## src/rtl/float_mul.sv

```systemverilog
// Multi-cycle IEEE-754 binary32 multiplier with start/ready handshake.
// Define FLOAT_MUL_RNE_EN for round-to-nearest-even; otherwise results truncate toward zero.
module float_mul (
   input  logic        clk,
   input  logic        rst,
   input  logic        start,
   input  logic [31:0] float_in_1,
   input  logic [31:0] float_in_2,
   output logic [31:0] float_out,
   output logic        ready
);

   typedef enum logic [2:0] {StIdle, StUnpack, StMult, StNorm, StDone} state_e;

   state_e             state_q, state_d;
   logic [31:0]        a_q, b_q;
   logic               sign_q;
   logic signed [9:0]  exp_q;
   logic [23:0]        ma_q, mb_q;
   logic               nan_q, inf_q, zero_q;
   logic [47:0]        prod_q;
   logic [31:0]        res_q;

   logic               a_zero, a_inf, a_nan, b_zero, b_inf, b_nan;
   logic signed [9:0]  exp_sum;
   logic               shift, round_up;
   logic [22:0]        frac, frac_fin;
   logic [24:0]        mant_rnd;
   logic signed [9:0]  exp_norm, exp_fin;
   logic [31:0]        res_d;

   always_comb begin
      state_d = state_q;
      case (state_q)
         StIdle:   if (start) state_d = StUnpack;
         StUnpack: state_d = StMult;
         StMult:   state_d = StNorm;
         StNorm:   state_d = StDone;
         default:  state_d = StIdle;
      endcase
   end

   // Operand classification; denormals count as zero.
   always_comb begin
      a_zero  = (a_q[30:23] == 8'd0);
      b_zero  = (b_q[30:23] == 8'd0);
      a_inf   = (a_q[30:23] == 8'hFF) && (a_q[22:0] == 23'd0);
      b_inf   = (b_q[30:23] == 8'hFF) && (b_q[22:0] == 23'd0);
      a_nan   = (a_q[30:23] == 8'hFF) && (a_q[22:0] != 23'd0);
      b_nan   = (b_q[30:23] == 8'hFF) && (b_q[22:0] != 23'd0);
      exp_sum = $signed({2'b00, a_q[30:23]}) + $signed({2'b00, b_q[30:23]}) - 10'sd127;
   end

   assign shift = prod_q[47];
   assign frac  = shift ? prod_q[46:24] : prod_q[45:23];

`ifdef FLOAT_MUL_RNE_EN
   logic guard, sticky;
   assign guard    = shift ? prod_q[23] : prod_q[22];
   assign sticky   = shift ? |prod_q[22:0] : |prod_q[21:0];
   assign round_up = guard & (sticky | frac[0]);
`else
   logic unused_lsbs;
   assign unused_lsbs = ^prod_q[22:0];
   assign round_up    = 1'b0;
`endif

   always_comb begin
      exp_norm = exp_q + $signed({9'd0, shift});
      mant_rnd = {2'b01, frac} + {24'd0, round_up};
      // Rounding carry-out means the mantissa became 10.000..., so renormalize.
      exp_fin  = exp_norm + $signed({9'd0, mant_rnd[24]});
      frac_fin = mant_rnd[24] ? mant_rnd[23:1] : mant_rnd[22:0];
      if (nan_q)                    res_d = 32'h7FC00000;
      else if (inf_q)               res_d = {sign_q, 8'hFF, 23'd0};
      else if (zero_q)              res_d = {sign_q, 31'd0};
      else if (exp_fin >= 10'sd255) res_d = {sign_q, 8'hFF, 23'd0};
      else if (exp_fin <= 10'sd0)   res_d = {sign_q, 31'd0};
      else                          res_d = {sign_q, exp_fin[7:0], frac_fin};
   end

   always_ff @(posedge clk) begin
      if (rst) begin
         state_q   <= StIdle;
         a_q       <= '0;
         b_q       <= '0;
         sign_q    <= 1'b0;
         exp_q     <= '0;
         ma_q      <= '0;
         mb_q      <= '0;
         nan_q     <= 1'b0;
         inf_q     <= 1'b0;
         zero_q    <= 1'b0;
         prod_q    <= '0;
         res_q     <= '0;
         float_out <= '0;
         ready     <= 1'b0;
      end else begin
         state_q <= state_d;
         ready   <= 1'b0;
         case (state_q)
            StIdle: begin
               if (start) begin
                  a_q <= float_in_1;
                  b_q <= float_in_2;
               end
            end
            StUnpack: begin
               sign_q <= a_q[31] ^ b_q[31];
               exp_q  <= exp_sum;
               ma_q   <= {1'b1, a_q[22:0]};
               mb_q   <= {1'b1, b_q[22:0]};
               nan_q  <= a_nan | b_nan | (a_inf & b_zero) | (b_inf & a_zero);
               inf_q  <= a_inf | b_inf;
               zero_q <= a_zero | b_zero;
            end
            StMult: prod_q <= ma_q * mb_q;
            StNorm: res_q  <= res_d;
            default: begin
               float_out <= res_q;
               ready     <= 1'b1;
            end
         endcase
      end
   end

endmodule

```

## config.mk

```make
export PLATFORM = sky130hd
export DESIGN_NAME = float_mul
export DESIGN_NICKNAME = d
export VERILOG_FILES = /design/src/rtl/float_mul.sv
export SDC_FILE = /design/constraint.sdc
export NUM_CORES = 2
export LEC_CHECK = 0
export BUFFER_PORTS_ARGS = -buffer_cell sky130_fd_sc_hd__buf_2
export CAP_MARGIN = 10
export CORE_UTILIZATION = 55
export DETAILED_ROUTE_END_ITERATION = 7
export PLACE_DENSITY = 0.72
export SLEW_MARGIN = 20
export SYNTH_ARGS = -nofsm -noshare
export SYNTH_HDL_FRONTEND = slang
export SYNTH_SLANG_ARGS = --single-unit
```

## constraint.sdc

```tcl
create_clock -name clk -period 10.22 [get_ports clk]
set_input_delay 2.044 -clock clk [delete_from_list [all_inputs] [get_ports clk]]
set_output_delay 2.044 -clock clk [all_outputs]
set_load 0.02 [all_outputs]
```

Word-level counts from Yosys, hierarchy flattened
Index checks and enable logic that the tools add are counted.
W data, S select, Z words.
{"block": "op_classes", "muxes": 9, "add_sub_neg": 3, "eq_ne": 6, "mul": 1, "bitwise": 8, "reduce_logical": 13, "magnitude_cmp": 2}
{"op": "$mux W31", "count": 4}
{"op": "$mul A24 B24 Y48", "count": 1}
{"op": "$logic_not A23 Y1", "count": 2}
{"op": "$reduce_bool A23 Y1", "count": 2}
{"op": "$mux W32", "count": 1}
{"op": "$mux W23", "count": 1}
{"op": "$eq A8 B8 Y1 const B", "count": 2}
{"op": "$logic_not A8 Y1", "count": 2}
{"op": "$pmux W3 S4", "count": 1}
{"op": "$add A10 B2 Y10", "count": 1}
{"op": "$ge A10 B9 Y1 const B", "count": 1}
{"op": "$le A10 B1 Y1 const B", "count": 1}
{"op": "$sub A9 B7 Y10 const B", "count": 1}
{"op": "$add A8 B8 Y9", "count": 1}
{"op": "$eq A3 B2 Y1 const B", "count": 2}
{"op": "$or A1 B1 Y1", "count": 5}
{"op": "$logic_and A1 B1 Y1", "count": 4}
{"op": "$reduce_or A4 Y1", "count": 1}
{"op": "$eq A3 B1 Y1 const B", "count": 1}
{"op": "$logic_not A3 Y1", "count": 1}
{"op": "$mux W3", "count": 1}
{"op": "$and A1 B1 Y1", "count": 2}
{"op": "$ne A2 B2 Y1 const B", "count": 1}
{"op": "$reduce_and A2 Y1", "count": 1}
{"op": "other kinds (2)", "count": 2}
{"block": "totals", "in_bits": 67, "wordCells": 56, "output_inout_bits": 33, "regBits": 242}

Longest topological paths before layout
{"block": "logic_depth", "depth_word": 7, "ltp_mapped": 26, "ltp_nobuf": 24}

Worst setup path before layout
Ideal clock, no wire load.
{"block": "synth_timing", "path_type": "register to register", "startpoint": "reg mb_q[3]", "endpoint": "reg prod_q[45]", "required_time_ps": 10103, "path_slack_ps": 3470, "n_path_buf": 2, "path_stages_with_launch": 25, "t_arrival_ps": 6633, "synth_period_minus_slack_ps": 6750, "setup_ps": 117, "cell_sequence": "dfxtp_1 clkbuf_1 clkbuf_1 nand2_1 fa_1 inv_1 fa_1 inv_1 fa_1 fa_1 inv_1 fa_1 fa_1 inv_1 fa_1 inv_1 ha_1 a21o_1 o21a_1 a311oi_1 o21ai_0 a21oi_1 a21oi_1 a2111o_1 a22o_1"}
{"block": "synth_via", "elab_chain_cells": 1}
{"item": "start: declaration", "line": "19", "rtl": "logic [23:0] ma_q, mb_q;"}
{"item": "start signal: assignment", "line": "112", "rtl": "mb_q <= {1'b1, b_q[22:0]};"}
{"item": "$mul A24 B24 Y48", "line": "117", "rtl": "StMult: prod_q <= ma_q * mb_q;"}
{"item": "end signal: assignment", "line": "117"}
{"item": "end: declaration", "line": "21", "rtl": "logic [47:0] prod_q;"}
Every way passes these cells.
A chain may end at the register's enable or synchronous reset.

Worst setup path after layout
{"block": "layout_timing", "startpoint": "reg ma_q[19]", "endpoint": "reg prod_q[45]"}
{"block": "layout_via", "elab_chain_cells": 1}
{"item": "start: declaration", "line": "19"}
{"item": "start signal: assignment", "line": "111", "rtl": "ma_q <= {1'b1, a_q[22:0]};"}
{"item": "$mul A24 B24 Y48", "line": "117"}
Every way passes these cells.

==> impl_results.md <==
* Run status: complete, no violations
* Largest net degree at the start of global routing at 97
* Worst path cell trace: nand2_1 -> fa_1 -> inv_1 -> fa_1 -> inv_1 -> fa_1 -> fa_1 -> inv_1 -> fa_1 -> fa_1 -> inv_1 -> fa_1 -> inv_1 -> ha_1 -> a21o_1 -> o21a_1 -> a311oi_1 -> o21ai_0 -> a21oi_1 -> a21oi_1 -> a2111o_1 -> a22o_1
* Post-place setup slack at 2407 ps
* Relative slew slack at 23.53%
* Ys async rst share at 0%
* Tmin final at 7896 ps
* Antenna viol nets, final at 0
* Power Density at 69.79 nW/um2
* CP delay by family, top: adder cells
* CTS Buffer Depth at 3
* Sw Ratio at 29.05%
* Clk pwr share at 40.3%
* Io pins at 100
* Fin worst setup slack at 2324 ps
* Yosys warns at 0
* I/O Buffers at 99
* RSZ-0062 raised after global routing: false
* Most frequent cells in the layout: nand2_1, inv_1, fa_1
* Initial Utilization at 56.30%
* Crit path max fanout at 25
* Synth-to-Final Area Change at 6.440%
* Final GP Congestion at 0.9049
* H-tree levels at 1
* Critical Path RT at 10640 ps
* Post-synth EDFFs at 0
* Mean area per synthesized cell at 8.671 um2
* Setup Total Neg Slack at 0 ps
* Setup violators final at 0
* Gate Count Post-Synth at 3126
* Wire length of the first global-routing pass at 121300 um
* Synth Register Bits at 218
* Primary FF master, synth: dfxtp_1
* Vias in the first global route at 23.14k
* Max Fclk at 126.6 MHz
* GRT Util Overall at 30.94%
* Worst EP arrival at 8320 ps
* Sequential share of power at 46.1%
* CP max stage delay at 1070 ps
* Clock skew at 22.06 ps
* Worst Setup Start Kind: flop
* Root Driver: clkbuf_16
* Final period utilization at 77.26%
* Crit path top cell by count: fa_1
* Post-CTS setup buffer count at 0
* Int Power at 1.429 mW
* Die Height at 224.0 um
* Gr ovfl total at 0
* Initial DRC count at 1269
* Max Slew Vio Count at 0
* Psw at 0.5848 mW
* Worst reg2reg startpoint: ma_q[19]$_SDFFE_PP0P_
* Hold buffer count at cts at 0
* Synth Net Count at 3862
* Seq/Total Area, Yosys at 16.10%
* Site Rows at 80
* CP Depth at 22
* Buf/Inv on CP at 5
* CTS tree: done
* Reg-to-reg endpoint: prod_q[45]$_SDFFE_PP0P_
* Cell variety after synth at 68
* Reg2Reg Setup Slack at 2320 ps
* Synth Cell Area at 27100 um2
* Crit Path Class: flop to flop
* DRT Pass-1 Iters at 5
* Avg WL per Cell at 19.51 um
* Via count at 21.21k
* Post-DR vias/cell at 5.601
* Crit path capture: prod_q[45]$_SDFFE_PP0P_
* Commonest non-fill, non-tap cell in the layout: nand2_1
* Share of layout cells above drive strength 1 at 7.093%
* Drt total wl at 73870 um
* Combinational Power Share at 13.6%
* CTS sink count at 218
* Max Cap Viol at 0
* Final hold vios at 0
* Initial antenna violation count at 1
* CP startpoint: ma_q[19]$_SDFFE_PP0P_
* Hold WC Path Type: flop to flop
* Placeable Area at 48150 um2
* Worst VDD drop at 0.1469 mV
* Clock slew at reported path FFs at 70 ps
* Post-cts sizing count at 0
* Fin nets at 3851
* DRC Markers at 0
* CTS buffer count at 22
* P_leak at 13.82 nW
* Die width at 224.0 um
* Worst-Margin Slew at 1146 ps
* Die area at 50170 um2
* Reg2reg path depth at 22
* Crit. End Element: flop
* ANT cells at 0
* Crit-path slowest cell: dfxtp_1
* Post-DP HPWL at 54730 um
* Clock latency on the worst-skew pair at 540 ps
-- kinds of logic (layout without fill, tap and decap cells) --
| kind of cell | Yosys count | in the layout | share of synthesized area (%) |
|---|---|---|---|
| AND/OR/NAND/NOR | 1097 | 1097 | 18.94 |
| buffers and inverters | 735 | 739 | 10.19 |
| adder cells (fa/ha/maj) | 669 | 669 | 44.23 |
| AO/OA/AOI/OAI | 322 | 322 | 7.404 |
| flip-flops | 218 | 218 | 16.10 |
| multiplexers | 58 | 58 | 2.262 |
| XOR/XNOR | 27 | 27 | 0.8725 |
-- synthesized netlist by cell type (all sizes together) (7+ instances only) --
master	instances	share of area, %
buf	11	0.17
nand4	15	0.35
dfxtp	218	16
clkbuf	172	2.4
mux2i	35	1.3
ha	187	8.6
a21oi	169	3.1
inv	552	7.6
mux2	23	0.97
xnor2	20	0.65
xor2	7	0.23
o21bai	7	0.19
or3	9	0.21
nand2	587	8.1
nor4	18	0.44
nand3	28	0.52
nor2	97	1.3
a22oi	23	0.64
and3	11	0.25
and2	281	6.5
fa	482	36
nor3	23	0.42
a21o	24	0.66
a211oi	10	0.30
o21ai	31	0.59
-- how the worst min path moves through the flow --
| stage | startpoint | to | slack, ps | cells past startpoint |
|---|---|---|---|---|
| 3_3_place_gp | mb_q[13]$_SDFFE_PP0P_ | mb_q[13]$_SDFFE_PP0P_ | 440 | 2 |
| 2_1_floorplan | prod_q[23]$_SDFFE_PP0P_ | prod_q[23]$_SDFFE_PP0P_ | 430 | 2 |
| 6_report | mb_q[17]$_SDFFE_PP0P_ | mb_q[17]$_SDFFE_PP0P_ | 460 | 2 |
| 3_5_place_dp | mb_q[18]$_SDFFE_PP0P_ | mb_q[18]$_SDFFE_PP0P_ | 450 | 2 |
| 4_1_cts | mb_q[18]$_SDFFE_PP0P_ | mb_q[18]$_SDFFE_PP0P_ | 460 | 2 |
| 5_1_grt | mb_q[17]$_SDFFE_PP0P_ | mb_q[17]$_SDFFE_PP0P_ | 470 | 2 |
-- flip-flops by register name, summed over array words and instances, names as in the netlist, 3 cells and up --
register and cells:
a_q 32, b_q 32, exp_q 10, float_out 32, ma_q 24, mb_q 23
prod_q 25, res_q 32, state_q 3
-- power groups by stage --
| stage | Combinational, mW | Clock (mW) | Sequential [mW] |
|---|---|---|---|
| floorplan | 0.189 | 0 | 0.924 |
| global placement | 0.262 | 0 | 0.944 |
| detailed placement | 0.268 | 0 | 0.946 |
| CTS | 0.270 | 0.828 | 0.927 |
| global route | 0.301 | 0.858 | 0.933 |
| finish | 0.273 | 0.812 | 0.928 |
-- metrics by stage --
step	instances	hold WS, ps	util, %	power (mW)	cell area, um2
floorplan	3126	429.4	-	1.113	27100
global placement	3746	441.9	58.40	1.206	28120
detailed placement	3746	447.0	58.41	1.214	28120
CTS	3785	456.5	59.89	2.025	28840
global route	3786	470.0	59.92	2.091	28850
finish	3786	455.5	59.92	2.013	28850
-- cell type report --
cell class	instances	area, um2
Multi-Input combinational cell	2173	20000
Fill cell	4182	19300
Sequential cell	218	4368
Inverter	552	2072
Timing Repair Buffer	148	873.3
Tap cell	656	820.8
Clock buffer	29	586.8
Clock inverter	10	128.9
-- per-layer routing --
metal | share of wire (%) | vias to the layer above | global-route usage [%] | routed length, um
li1 | - | 9515 | - | -
met1 | 39 | 10660 | 37.92 | 28810
met2 | 48 | 793 | 53.22 | 35820
met3 | 6.4 | 236 | 3.909 | 4742
met4 | 6.1 | 0 | 16.55 | 4492
met5 | 0 | - | 0 | 0
-- worst reg2reg max path: stages (launching register included) --
cell,delay (ps)
dfxtp_1,1070
nand2_1,220
fa_1,590
inv_1,50
fa_1,470
inv_1,60
fa_1,460
fa_1,560
inv_1,60
fa_1,440
fa_1,550
inv_1,60
fa_1,470
inv_1,40
ha_1,350
a21o_1,220
o21a_1,190
a311oi_1,420
o21ai_0,170
a21oi_1,500
a21oi_1,250
a2111o_1,410
a22o_1,180
No activity file was read; power rests on OpenSTA's default activity.
